## config.mk

```make
export PLATFORM = sky130hd
export DESIGN_NAME = half_adder_flat
export DESIGN_NICKNAME = d
export VERILOG_FILES = /design/src/rtl/half_adder_if.sv /design/src/rtl/half_adder.sv /design/src/flat_wrapper.sv
export SDC_FILE = /design/constraint.sdc
export NUM_CORES = 1
export LEC_CHECK = 0
export BUFFER_PORTS_ARGS = -buffer_cell sky130_fd_sc_hd__clkbuf_2
export CAP_MARGIN = 20
export CORE_AREA = 4 4 41 43
export DETAILED_ROUTE_END_ITERATION = 16
export DIE_AREA = 0 0 45 47
export PLACE_DENSITY_LB_ADDON = 0.08
export SLEW_MARGIN = 25
export SYNTH_ARGS = -nofsm -noshare
export SYNTH_HDL_FRONTEND = slang
export SYNTH_SLANG_ARGS = --single-unit
```

## constraint.sdc

```tcl
create_clock -name clk -period 1.3 [get_ports clk]
set_input_delay 0 -clock clk [delete_from_list [all_inputs] [get_ports clk]]
set_output_delay 0 -clock clk [all_outputs]
set_load 0.01 [all_outputs]
```

## src/rtl/half_adder_if.sv

```systemverilog
// Operand/result bundle for the registered half-adder bank.
// The producer drives in_valid/a/b; the adder bank returns out_valid/sum/cout.
interface half_adder_if #(
    parameter int unsigned WIDTH = 1
);
    logic             in_valid;
    logic [WIDTH-1:0] a;
    logic [WIDTH-1:0] b;
    logic             out_valid;
    logic [WIDTH-1:0] sum;
    logic [WIDTH-1:0] cout;

    modport master (
        output in_valid,
        output a,
        output b,
        input  out_valid,
        input  sum,
        input  cout
    );

    modport slave (
        input  in_valid,
        input  a,
        input  b,
        output out_valid,
        output sum,
        output cout
    );
endinterface

```

## src/rtl/half_adder.sv

```systemverilog
// Registered bank of WIDTH independent 1-bit half adders, one-cycle latency with valid strobe.
// Lanes never interact: each lane's {cout,sum} is the 2-bit sum of its a and b bits.
module half_adder #(
    parameter int unsigned WIDTH = 1
) (
    input logic         clk,
    input logic         rst,
    half_adder_if.slave bus
);
    logic [WIDTH-1:0] sum_q;
    logic [WIDTH-1:0] sum_d;
    logic [WIDTH-1:0] cout_q;
    logic [WIDTH-1:0] cout_d;
    logic             valid_q;
    logic             valid_d;

    // Idle cycles drop the strobe but keep the last result visible.
    always_comb begin
        valid_d = bus.in_valid;
        sum_d   = sum_q;
        cout_d  = cout_q;
        if (bus.in_valid) begin
            sum_d  = bus.a ^ bus.b;
            cout_d = bus.a & bus.b;
        end
    end

    always_ff @(posedge clk) begin
        if (rst) begin
            sum_q   <= '0;
            cout_q  <= '0;
            valid_q <= 1'b0;
        end else begin
            sum_q   <= sum_d;
            cout_q  <= cout_d;
            valid_q <= valid_d;
        end
    end

    assign bus.out_valid = valid_q;
    assign bus.sum       = sum_q;
    assign bus.cout      = cout_q;
endmodule

```

## src/flat_wrapper.sv

```systemverilog
// flat-port wrapper written by rule: the top's interface ports become plain ports
module half_adder_flat 
#(
    parameter int unsigned WIDTH = 1
)
  (clk, rst, bus_in_valid, bus_a, bus_b, bus_out_valid, bus_sum, bus_cout);
  half_adder_if #(.WIDTH(WIDTH)) bus_i ();
  input logic clk;
  input logic rst;
  input wire logic [$bits(bus_i.in_valid)-1:0] bus_in_valid;
  input wire logic [$bits(bus_i.a)-1:0] bus_a;
  input wire logic [$bits(bus_i.b)-1:0] bus_b;
  output wire logic [$bits(bus_i.out_valid)-1:0] bus_out_valid;
  output wire logic [$bits(bus_i.sum)-1:0] bus_sum;
  output wire logic [$bits(bus_i.cout)-1:0] bus_cout;
  assign bus_i.in_valid = bus_in_valid;
  assign bus_i.a = bus_a;
  assign bus_i.b = bus_b;
  assign bus_out_valid = bus_i.out_valid;
  assign bus_sum = bus_i.sum;
  assign bus_cout = bus_i.cout;
  half_adder #(.WIDTH(WIDTH)) u_core (.clk(clk), .rst(rst), .bus(bus_i));
endmodule
```

* Word-level counts from Yosys, hierarchy flattened
Cells that the tools add are included.
Storage, ports and cells: bits in registers 3, bits of input ports 5, output and inout bits 3, word-level logic and storage cells 5
Cells by class: bitwise operators 2
Operators with widths (count):
- bitwise AND 1 bit | 1
- XOR 1 bit | 1

* Depth between registers and ports, before layout
depth in word-level cells 1, gate-level depth with buffers 3, mapped depth without buffers 3

* Least setup slack after synthesis
Ideal clock, no wire load.
kind reg2reg, from register, netlist name u_core.bus.sum, to register u_core.sum_q (netlist: u_core.bus.sum), arrival time 476 ps, data required time 1186 ps, setup slack 710 ps, stages on the path, launching flop included 3, clock period less this slack 590 ps, cells stage by stage dfxtp_1 > mux2i_1 > nor2_1
RTL lines:
- end signal, assigned | RTL line half_adder.sv:34 | sum_q <= sum_d;
- end, declared | RTL line half_adder.sv:10 | logic [WIDTH-1:0] sum_q;

* Final worst setup path
from register u_core.sum_q (netlist: u_core.bus.sum), to output bus_sum
RTL lines:
- end, declared | RTL line flat_wrapper.sv:14 | output wire logic [$bits(bus_i.sum)-1:0] bus_sum;
No word-level cell between the ends.

==> results by group <==
Layout
  • Area of the multi-input gates: 46.29 sq um
  • Antenna fix cells: 0
  • Utilization after layout: 15.10%
  • Fillers: 159
  • Non-Filler Instances: 36
  • Post-layout nets: 28
  • Flip-flop and latch area: 60.06 sq um
  • Share of cells above drive strength 1: 47.62%
  • P&R area growth vs syn: 84.71%

Critical path
  • Bufs and invs on worst path: 1
  • Worst EP required: 1300 ps
  • Crit-path cells: clkbuf_2
  • Worst Setup Start Kind: flop
  • Crit end category: output port
  • Crit path arrival time: 690 ps
  • Max FO, Critical Path: 2
  • Family with the most delay on the worst path: flip-flops
  • Worst path slowest cell: dfxtp_1
  • Crit Path Category: reg2out
  • Maximum single-stage delay on the critical path: 320 ps

Logic synthesis
  • Flops & latches, synth: 3
  • Seq/Total Area, Yosys: 56.47%
  • Syn Nets: 15
  • Syn_area_per_cell: 11.82 sq um
  • Area leader, netlist: dfxtp_1
  • Post-synthesis cell count: 9
  • Synth top area cells: dfxtp_1 (56%), mux2i_1 (19%), ha_1 (12%), nor2_1 (7.1%), nor2b_1 (5.9%)
  • Number of warnings issued by yosys: 0
  • Synth top area share: 56.47%
  • Mapped Area: 106.4 sq um
  • Yosys cell types: 5

Floorplanning
  • Core area: 1301 sq um
  • Die ar.: 2115 sq um
  • IO Count: 8
  • Die width: 45 um
  • Die Y: 47 um
  • Initial core utilization: 8.173%
  • # rows: 13

CTS
  • Clk Latency, worst-skew pair: 230 ps
  • Clk slew on worst S/H paths: 40 ps
  • CTS tree: built
  • CTS root buf: clkbuf_4
  • Worst-case clock buffer depth: 2
  • CTS sink cnt: 3
  • H-tree depth: 1
  • CTS buffer count: 3

Global routing
  • Vias in the first global route: 123
  • First-pass GRT wire length: 455 um
  • Largest net degree at the start of global routing: 4
  • Tot GR Track Use: 3.864%
  • Grt ovf: 0
  • Antenna violations before repair: 0

Timing
  • Relative slew slack: 91.85%
  • Final Hold Vio Count: 0
  • Setup TNS: 0 ps
  • Pins Over Slew Limit: 0
  • Final worst path period share: 52.93%
  • Clock skew: 0 ps
  • Crit path time final: 688.1 ps
  • RSZ-0062 raised after global routing: no
  • Worst Tran Pin Value: 118.9 ps
  • # setup viols final: 0
  • Final setup margin: 611.9 ps
  • FMAX: 1.453 GHz

Routing
  • WL per Instance: 7.667 um
  • Post-route antenna net violation count: 0
  • Vias per cell: 2.972
  • DRC Markers: 0
  • Drt first pass iters: 2
  • Via count: 107
  • Drt total wl: 276 um
  • Drt initial violations: 2

Outcome
  • Status: finished, final reports clean

Power
  • Worst vdd ir: 0.0002873 V
  • Pwr dens: 1482 nW/um^2
  • Leak Pwr: 0.00009920 uW

Place
  • Gp weighted congestion: 0.5614
  • PortBufs: 7
  • DP Worst Slack: 647.7 ps
  • Placed insts: 31

Run
  • Max cap viols: 0

Worst hold path
  • Hold Crit Class: in2reg
## sequential cells by signal, summed over array words and instances, names as in the netlist
| name | cells |
|---|---|
| u_core.bus.cout | 1 |
| u_core.bus.sum | 1 |
| u_core.bus.out_valid | 1 |
## logic make-up after synthesis
family | after synthesis | synth area share [%]
fa+ha+maj | 1 | 11.76
flops | 3 | 56.47
mux | 2 | 18.82
simple gates | 3 | 12.95
## path summary, 6_finish.rpt
path | cells after the start | to | slack [ps] | from
setup / recovery | 1 | bus_sum | 610 | u_core.bus.sum
hold / removal | 2 | u_core.bus.out_valid | 50 | bus_in_valid
setup reg to reg | 2 | u_core.bus.sum | 720 | u_core.bus.sum
hold reg to reg | 2 | u_core.bus.cout | 490 | u_core.bus.cout
## repair_timing
item,in CTS,in global routing
gates resized for setup,0,0
endpoints found under the hold margin,3,0
hold buffers,1,0
setup buffers,0,0
## final cells by class
class                      instances  area share, %
clock buffer                       4          13.38
multi-input combinational          6          23.57
sequential                         3          30.57
tap                               15          9.554
timing repair buffer               8          22.93
## through the flow
step	instance area [sq um]	power (uW)	hold slack (ps)
after floorplan	106.4	112.2	71.61
after global routing	196.4	314.8	61.46
after detailed placement	160.2	126.9	203.7
final	196.4	291.2	46.58
after CTS	196.4	301.6	43.56
after global placement	160.2	127.7	208.1
## metal layers
layer  global-route usage (%)  wire (um)
met3                    4.981         42
met1                    3.394        117
met5                        0          0
met2                    3.390        117
met4                    5.263          0
## cell usage in the layout (no fill, tap or decap)
cell type | netlist | layout
clkbuf_2 | 0 | 7
clkbuf_4 | 0 | 3
dfxtp_1 | 3 | 3
mux2i_1 | 2 | 2
nor2_1 | 2 | 2
nor2b_1 | 1 | 1
ha_1 | 1 | 1
clkbuf_1 | 0 | 1
dlygate4sd3_1 | 0 | 1
## cells in the mapped netlist
master   n
dfxtp_1  3
ha_1     1
mux2i_1  2
nor2_1   2
nor2b_1  1
## power breakdown
part | internal (uW) | switching (uW) | leakage (uW) | total [uW]
combinational | 15.2 | 12.0 | 0.0000595 | 27.2
sequential | 97.9 | 2.15 | 0.0000248 | 100
clock | 115 | 48.9 | 0.0000150 | 164
total | 228 | 63.0 | 0.0000992 | 291
No activity file was read; power rests on OpenSTA's default activity.
